**src/rtl/pixel_pkg.sv**
```systemverilog
// Shared types and constants for the canvas RAM scheduler and its write queue.
package pixel_pkg;

  typedef enum logic [1:0] {
    RAM_INIT  = 2'd0,
    RAM_RUN   = 2'd1,
    RAM_CLEAR = 2'd2
  } ram_state_e;

  localparam int CANVAS_WORDS = 16384;

  localparam logic [2:0] COLOR_ERASE = 3'b000;
  localparam logic [2:0] COLOR_BLUE  = 3'b001;
  localparam logic [2:0] COLOR_GREEN = 3'b010;
  localparam logic [2:0] COLOR_RED   = 3'b100;
  localparam logic [2:0] COLOR_WHITE = 3'b111;

endpackage

```
**src/rtl/pixel_write_fifo.sv**
```systemverilog
// Brush write queue: power-of-two depth, head visible combinationally, flush and
// reset both empty it; the caller guarantees no push when full and no pop when empty.
module pixel_write_fifo #(
  parameter int DEPTH = 4,
  parameter int W     = 17
) (
  input  logic         clk,
  input  logic         reset,
  input  logic         flush,
  input  logic         push,
  input  logic [W-1:0] push_dat,
  input  logic         pop,
  output logic [W-1:0] head_dat,
  output logic         full,
  output logic         empty
);

  localparam int PW = $clog2(DEPTH);

  logic [W-1:0] mem_q [DEPTH];
  logic [PW:0]  wr_ptr_q, wr_ptr_d;
  logic [PW:0]  rd_ptr_q, rd_ptr_d;

  always_comb begin
    wr_ptr_d = wr_ptr_q;
    rd_ptr_d = rd_ptr_q;
    if (flush) begin
      wr_ptr_d = '0;
      rd_ptr_d = '0;
    end else begin
      if (push) wr_ptr_d = wr_ptr_q + (PW+1)'(1);
      if (pop)  rd_ptr_d = rd_ptr_q + (PW+1)'(1);
    end
  end

  always_ff @(posedge clk) begin
    if (reset) begin
      wr_ptr_q <= '0;
      rd_ptr_q <= '0;
    end else begin
      wr_ptr_q <= wr_ptr_d;
      rd_ptr_q <= rd_ptr_d;
    end
  end

  // Storage needs no reset: pointers alone define what is valid.
  always_ff @(posedge clk) begin
    if (push && !flush) mem_q[wr_ptr_q[PW-1:0]] <= push_dat;
  end

  assign head_dat = mem_q[rd_ptr_q[PW-1:0]];
  assign empty    = (wr_ptr_q == rd_ptr_q);
  assign full     = (wr_ptr_q[PW] != rd_ptr_q[PW]) && (wr_ptr_q[PW-1:0] == rd_ptr_q[PW-1:0]);

endmodule

```
**src/rtl/pixel_ram_scheduler.sv**
```systemverilog
// Time-shares the single-port canvas RAM: even cycles serve display reads, odd cycles
// serve clear sweeps or queued brush writes; pixColor lands 2 cycles after its read slot.
module pixel_ram_scheduler import pixel_pkg::*; #(
  parameter int         FIFO_DEPTH  = 4,
  parameter logic [2:0] CLEAR_COLOR = COLOR_ERASE,
  parameter int         CANVAS_BITS = 7
) (
  input  logic                     clk,
  input  logic                     reset,
  input  logic [CANVAS_BITS-1:0]   rdX,
  input  logic [CANVAS_BITS-1:0]   rdY,
  input  logic                     wrValid,
  output logic                     wrReady,
  input  logic [CANVAS_BITS-1:0]   wrX,
  input  logic [CANVAS_BITS-1:0]   wrY,
  input  logic [2:0]               wrColor,
  input  logic                     clearReq,
  output logic                     busy,
  output logic [2:0]               pixColor,
  output logic                     pixValid,
  output logic [2*CANVAS_BITS-1:0] ramAdr,
  output logic                     ramWE,
  output logic [15:0]              ramWriteData,
  input  logic [15:0]              ramData
);

  localparam int AW = 2 * CANVAS_BITS;
  localparam int EW = AW + 3;

  ram_state_e    state_q, state_d;
  logic          slot_q, slot_d;
  logic [AW-1:0] cnt_q, cnt_d;
  logic          busy_q, busy_d;
  logic          rd_pend_q, rd_pend_d;
  logic          pix_vld_q, pix_vld_d;
  logic [2:0]    pix_color_q, pix_color_d;

  logic          write_slot;
  logic          fifo_push, fifo_pop, fifo_full, fifo_empty, fifo_flush;
  logic [EW-1:0] head_dat;
  logic          unused_ram_hi;

  assign write_slot = slot_q;
  assign fifo_flush = (state_q == RAM_RUN) && clearReq;
  // Ready ignores this cycle's pop so the valid/ready path never loops through the RAM slot logic.
  assign wrReady    = (state_q == RAM_RUN) && !fifo_full && !clearReq;
  assign fifo_push  = wrValid && wrReady;
  assign fifo_pop   = (state_q == RAM_RUN) && write_slot && !fifo_empty && !clearReq;

  pixel_write_fifo #(
    .DEPTH (FIFO_DEPTH),
    .W     (EW)
  ) u_fifo (
    .clk      (clk),
    .reset    (reset),
    .flush    (fifo_flush),
    .push     (fifo_push),
    .push_dat ({wrY, wrX, wrColor}),
    .pop      (fifo_pop),
    .head_dat (head_dat),
    .full     (fifo_full),
    .empty    (fifo_empty)
  );

  always_comb begin
    ramAdr       = '0;
    ramWE        = 1'b0;
    ramWriteData = '0;
    if (!write_slot) begin
      ramAdr = {rdY, rdX};
    end else if (state_q != RAM_RUN) begin
      ramAdr       = cnt_q;
      ramWE        = 1'b1;
      ramWriteData = {13'b0, CLEAR_COLOR};
    end else if (fifo_pop) begin
      ramAdr       = head_dat[EW-1:3];
      ramWE        = 1'b1;
      ramWriteData = {13'b0, head_dat[2:0]};
    end
  end

  always_comb begin
    slot_d  = ~slot_q;
    state_d = state_q;
    cnt_d   = cnt_q;
    busy_d  = busy_q;
    case (state_q)
      RAM_INIT, RAM_CLEAR: begin
        if (write_slot) begin
          cnt_d = cnt_q + AW'(1);
          if (&cnt_q) begin
            state_d = RAM_RUN;
            busy_d  = 1'b0;
          end
        end
      end
      RAM_RUN: begin
        if (clearReq) begin
          state_d = RAM_CLEAR;
          busy_d  = 1'b1;
          cnt_d   = '0;
        end
      end
      default: begin
        state_d = RAM_INIT;
        busy_d  = 1'b1;
        cnt_d   = '0;
      end
    endcase

    // RAM output is valid the cycle after a read slot; register it one more time.
    rd_pend_d   = !write_slot;
    pix_vld_d   = rd_pend_q;
    pix_color_d = rd_pend_q ? ramData[2:0] : pix_color_q;
  end

  always_ff @(posedge clk) begin
    if (reset) begin
      state_q     <= RAM_INIT;
      slot_q      <= 1'b0;
      cnt_q       <= '0;
      busy_q      <= 1'b1;
      rd_pend_q   <= 1'b0;
      pix_vld_q   <= 1'b0;
      pix_color_q <= '0;
    end else begin
      state_q     <= state_d;
      slot_q      <= slot_d;
      cnt_q       <= cnt_d;
      busy_q      <= busy_d;
      rd_pend_q   <= rd_pend_d;
      pix_vld_q   <= pix_vld_d;
      pix_color_q <= pix_color_d;
    end
  end

  assign busy          = busy_q;
  assign pixColor      = pix_color_q;
  assign pixValid      = pix_vld_q;
  assign unused_ram_hi = ^ramData[15:3];

endmodule

```
**config.mk**
```make
export PLATFORM = sky130hd
export DESIGN_NAME = pixel_ram_scheduler
export DESIGN_NICKNAME = d
export VERILOG_FILES = /design/src/rtl/pixel_pkg.sv /design/src/rtl/pixel_write_fifo.sv /design/src/rtl/pixel_ram_scheduler.sv
export SDC_FILE = /design/constraint.sdc
export NUM_CORES = 1
export LEC_CHECK = 0
export CAP_MARGIN = 25
export CORE_ASPECT_RATIO = 0.6
export CORE_MARGIN = 2
export CORE_UTILIZATION = 35
export DETAILED_ROUTE_END_ITERATION = 6
export HOLD_SLACK_MARGIN = 0.08
export MAX_ROUTING_LAYER = met4
export PLACE_DENSITY = 0.65
export SLEW_MARGIN = 15
export SYNTH_ARGS = -nofsm -noshare
export SYNTH_HDL_FRONTEND = slang
export SYNTH_SLANG_ARGS = --single-unit
```
**constraint.sdc**
```tcl
create_clock -name clk -period 2.4 [get_ports clk]
set_input_delay 0.48 -clock clk [delete_from_list [all_inputs] [get_ports clk]]
set_output_delay 0.48 -clock clk [all_outputs]
set_load 0.01 [all_outputs]
```
After elaboration in Yosys (flattened, before gate mapping)
Memories as Yosys holds them, arrays and structs flattened. A register that Yosys moved wholly into a read port is not among the register bits. Cells that the tools add are included.

Register bits after elaboration: 29. Memory bits (writable): 68. Output and inout bits: 37. Memories kept: 1.

Memories: u_fifo.mem_q (words 4, width 17, read ports 1, clocked after Yosys merged registers in 1, wr ports 1, RTL line pixel_write_fifo.sv:20) `logic [W-1:0] mem_q [DEPTH];`.

Add/sub/neg operators: 3. Equality and inequality tests: 9. Muxes and demuxes: 24. Bitwise logic cells: 1. Reduce and logical (&&, ||, !) cells: 20.

Operators by type and width (number): two-way mux 14 bit (5); one-hot mux 14 bit (2 select lines) (1); adder 14 x 1 -> 14 bit, second input constant (1); AND reduction 14 bit (1); two-way mux 2 bit (5); logical AND 1 bit (9); two-way mux 3 bit (3); two-way mux 1 bit (8); adder 3 x 1 -> 3 bit, second input constant (2); != test 2 bit, second input constant (3); logical NOT 1 bit (5); one-hot mux 2 bit (2 select lines) (1); OR reduction 2 bit (2); == test 3 bit (1); AND reduction 3 bit (1); == test 2 x 1 -> 1 bit, second input constant (1); == test 2 bit (1); == test 2 bit, second input constant (1); logical NOT 2 bit (1); != test 2 x 1 -> 1 bit, second input constant (1); one-hot mux 1 bit (2 select lines) (1); AND reduction 2 bit (1); != test 1 bit (1); NOT 1 bit (1).

Longest topological paths before layout
Depth after elaboration: 9. Gate-level depth with buffers: 6. Depth with buffers taken out: 5.

Modules after synthesis
A second synthesis with hierarchy kept.

Cells, all modules: 294. Area, all modules: 4265.3 sq um.

By module, submodules not included: pixel_write_fifo (instances 1, cells each 133, area each 2909.0 sq um, sequential area each 2202.1 sq um); pixel_ram_scheduler (instances 1, cells each 161, area each 1356.3 sq um, sequential area each 440.4 sq um).

Worst setup path after synthesis
OpenSTA, ideal clock, no wires.

Kind: input port to flip-flop. Start: input port clearReq. End: memory u_fifo.mem_q[3][0], enable pin. Library setup time: 0.396 ns. Arrival time: 1.817 ns. Data required time: 2.004 ns. Setup slack: 0.187 ns. Stages on the path: 2. Path buffers: 0. Cells stage by stage: or3b_4 -> a311oi_2.

Cells in the longest elaborated chain, start to end: 6. Elaborated cells on any way between the ends: 8. Those cells by class: mux: 2; reduce/logical: 6.

Ends and longest elaborated chain: start, declared (RTL line pixel_ram_scheduler.sv:17) `input logic clearReq,`; logical NOT 1 bit (RTL line pixel_ram_scheduler.sv:46) `assign wrReady = (state_q == RAM_RUN) && !fifo_full && !clearReq;`; logical AND 1 bit (RTL line pixel_ram_scheduler.sv:46); logical AND 1 bit (RTL line pixel_ram_scheduler.sv:47) `assign fifo_push = wrValid && wrReady;`; logical AND 1 bit * (RTL line pixel_write_fifo.sv:48) `if (push && !flush) mem_q[wr_ptr_q[PW-1:0]] <= push_dat;`; two-way mux 1 bit * (RTL line pixel_write_fifo.sv:48); two-way mux 1 bit (not written as such) * (RTL line pixel_write_fifo.sv:48); end, declared (RTL line pixel_write_fifo.sv:20).

Every way passes the cells marked *; elsewhere a longest branch is shown, timed or not.

==> flow_summary.yaml <==
global_route:
  grt_overflow: 0
  grt_max_degree: 22
  grt_pass1_vias: 2735
  antenna_found_initial: 0
  use_met3_pct: 5.102
  grt.total_usage_pct: 16.26
  use_met2_pct: 25.47
  grt_pass1_wl_mm: 15.05
  grt_use_met1_pct: 20.67
  busiest_layer: "met2"
critical_path:
  cp.required_ns: 1.92
  path_cells: "buf_12 > buf_12 > mux4_2 > a221o_1 > buf_2"
  cpPeakStageDelay_ns: 0.52
  crit_fanout: 10
  cpMostUsedCell: "buf_12"
  critPathKind: "flop to primary output"
  start_kind: "flop"
  crit_family: "multiplexers"
  cp_slowest_cell: "mux4_2"
  arrival_ns: 1.93
  crit_buf_inv: 3
  cp-end-kind: "primary output"
  rrSetupSlack_ns: 0.40
power_and_ir_drop:
  p_leak_nw: 1.963
  vdd_drop_max_v: 0.0003891
  powerDensity_nw_per_um2: 619.7
placement:
  io_buffers: 61
  hpwl_mm: 6.857
  routabilityCongestion: 0.7413
  placed_area_um2: 5236
  dp_slack_ns: -0.7028
  dp.cells: 544
cts:
  htree_levels: 3
  clock_latency_ns: 0.34
  cts_buffers: 9
  clockRootBuffer: "clkbuf_16"
  cts_tree: "built"
  clk_pin_slew_ns: 0.06
  clockBufferDepth: 2
  cts.sinks: 98
sta:
  slew_headroom_pct: 51.87
  fmax_ghz: 0.4151
  tightestPinTransition_ns: 0.7204
  fin_crit_ns: 2.409
  setup_viol: 2
  finalMaxSlewViolations: 0
  clock_skew_ns: 0.005063
  post-route-period-util_pct: 100.4
  rsz0062_at_grt: "true"
  fin_ws_ns: -0.009291
  hold_violations: 0
logic_synthesis:
  syn-cell-area_um2: 4233
  synth_ff_type: "edfxtp_1"
  synth-edff-count: 68
  ys_warn_count: 0
  synth_area_per_cell_um2: 14.25
  syn-instance-count: 297
  ys_seq_area_share_pct: 62.43
  async_reset_ff_share_pct: 0
  synth_cell_type_count: 45
  synth_seq_cells: 98
layout:
  final_layout_size_suffix_gt1_share_pct: 26.12
  mostFrequentLayoutCells: "edfxtp_1 (68), clkdlybuf4s50_1 (41), buf_4 (36)"
  design_area_um2: 5585
  areaGrowthSynthToFinish_pct: 31.95
  num_antenna_cells: 0
  mostFrequentLayoutCell: "edfxtp_1"
  nets: 454
  final_cells: 567
route:
  drtAntennaViolNets: 0
  drc: 0
  dr.pass1.iters: 4
  post_drt_wl_per_cell_um: 17.14
  viasPerCell: 4.875
  vias: 2764
  drtIter0Drc: 232
  wl_mm: 9.721
die:
  chipWidth_um: 146.0
  io_pins: 88
  initial_core_util_pct: 35.55
  coreArea_um2: 11910
  num_rows: 31
  dieArea_um2: 13020
  die_h_um: 89.19
outcome:
  status: "finished with violations"
  violations: "negative setup slack"
job:
  cap_violations: 0
min_path:
  hold_class: "flop to flop"
final cells by class:
class                      count  area (um^2)
clock inverter                 6        72.57
multi-input combinational    176         1483
clock buffer                  10        229.0
fill                        1081         6322
tap                          165        206.4
sequential                    98         2645
timing repair buffer         104        919.6
inverter                       8        30.03
per-layer routing:
| metal | share of wire [%] | wire [um] | vias up |
|---|---|---|---|
| met5 | 0 | 0 | - |
| met4 | 0.52 | 51 | 0 |
| met3 | 5.7 | 551 | 4 |
| met2 | 47 | 4560 | 63 |
| met1 | 47 | 4559 | 1389 |
| li1 | - | - | 1308 |
per-stage QoR:
step	util [%]	setup TNS (ns)	total power [mW]	hold WS, ns
floorplan	-	0	1.948	0.4684
global placement	43.97	-19.80	2.063	0.4729
detailed placement	43.97	-18.34	2.068	0.4820
CTS	46.91	-0.07360	3.492	0.4978
global route	46.91	-0.5599	3.569	0.5136
finish	46.91	-0.01016	3.461	0.4912
path summary, 6_finish.rpt:
check                            end        start  cells after the start
setup reg to reg  u_fifo.mem_q[1][9]   state_q[0]                      6
hold / removal           pixColor[2]  pixColor[2]                      2
setup / recovery           ramAdr[5]         flop                      5
hold reg to reg          pixColor[2]  pixColor[2]                      2
cell usage after synthesis, types with 2 or more instances:
| library cell | instances | area (um^2) |
|---|---|---|
| a311oi_2 | 3 | 45.04 |
| o21ai_0 | 7 | 35.03 |
| nor2b_1 | 14 | 87.58 |
| and2_1 | 6 | 37.54 |
| or3_1 | 7 | 43.79 |
| nand3b_1 | 2 | 15.01 |
| inv_1 | 8 | 30.03 |
| a21oi_1 | 8 | 40.04 |
| xnor2_1 | 12 | 105.1 |
| buf_2 | 4 | 20.02 |
| mux4_2 | 17 | 382.9 |
| nor2_1 | 24 | 90.09 |
| edfxtp_1 | 68 | 2042 |
| nor4_1 | 4 | 25.02 |
| clkbuf_1 | 7 | 26.28 |
| ha_1 | 6 | 75.07 |
| nand2_1 | 7 | 26.28 |
| mux2i_1 | 5 | 50.05 |
| o21a_1 | 2 | 15.01 |
| nand3_1 | 4 | 20.02 |
| dfxtp_1 | 30 | 600.6 |
| nand4_1 | 2 | 12.51 |
| a221o_1 | 14 | 140.1 |
| buf_4 | 14 | 105.1 |
| nor3_1 | 2 | 10.01 |
where the power goes:
part,total (mW),switching [mW],leakage [nW],internal (mW)
clock network,1.45,0.627,0.144,0.819
registers,1.82,0.00601,0.855,1.81
logic,0.199,0.0928,0.964,0.107
total,3.46,0.726,1.96,2.74
what timing repair did:
| action | CTS | global route |
|---|---|---|
| buffers inserted | 7 | 0 |
| resized for setup | 82 | 5 |
| pin swaps | 3 | 2 |
| endpoints found under the setup margin | 19 | 17 |
| cloned | 1 | 0 |
| hold buffers | 0 | 0 |
sequential cells by signal, summed over array words and instances, names as in the netlist, named ones only:
register,cells
u_fifo.mem_q,68
cnt_q,14
pixColor,3
u_fifo.rd_ptr_q,3
u_fifo.wr_ptr_q,3
state_q,2
busy,1
pixValid,1
slot_q,1
worst min-delay path: stages, from the launching register on:
cell	delay, ns
dfxtp_1	0.32
mux2i_1	0.06
nor2_1	0.07
cells by family (layout without fill, tap and decap cells):
logic type      after synthesis  in the layout  synth area share [%]
flops                        98             98                 62.43
simple gates                 79             79                 10.02
compound gates               43             43                 8.129
buf+inv                      35            128                 4.641
mux                          22             22                 10.23
xor+xnor                     13             13                 2.690
fa+ha+maj                     6              6                 1.774
other cells                   1             13               0.08859
Note: power is estimated with default switching activity, not from simulation.
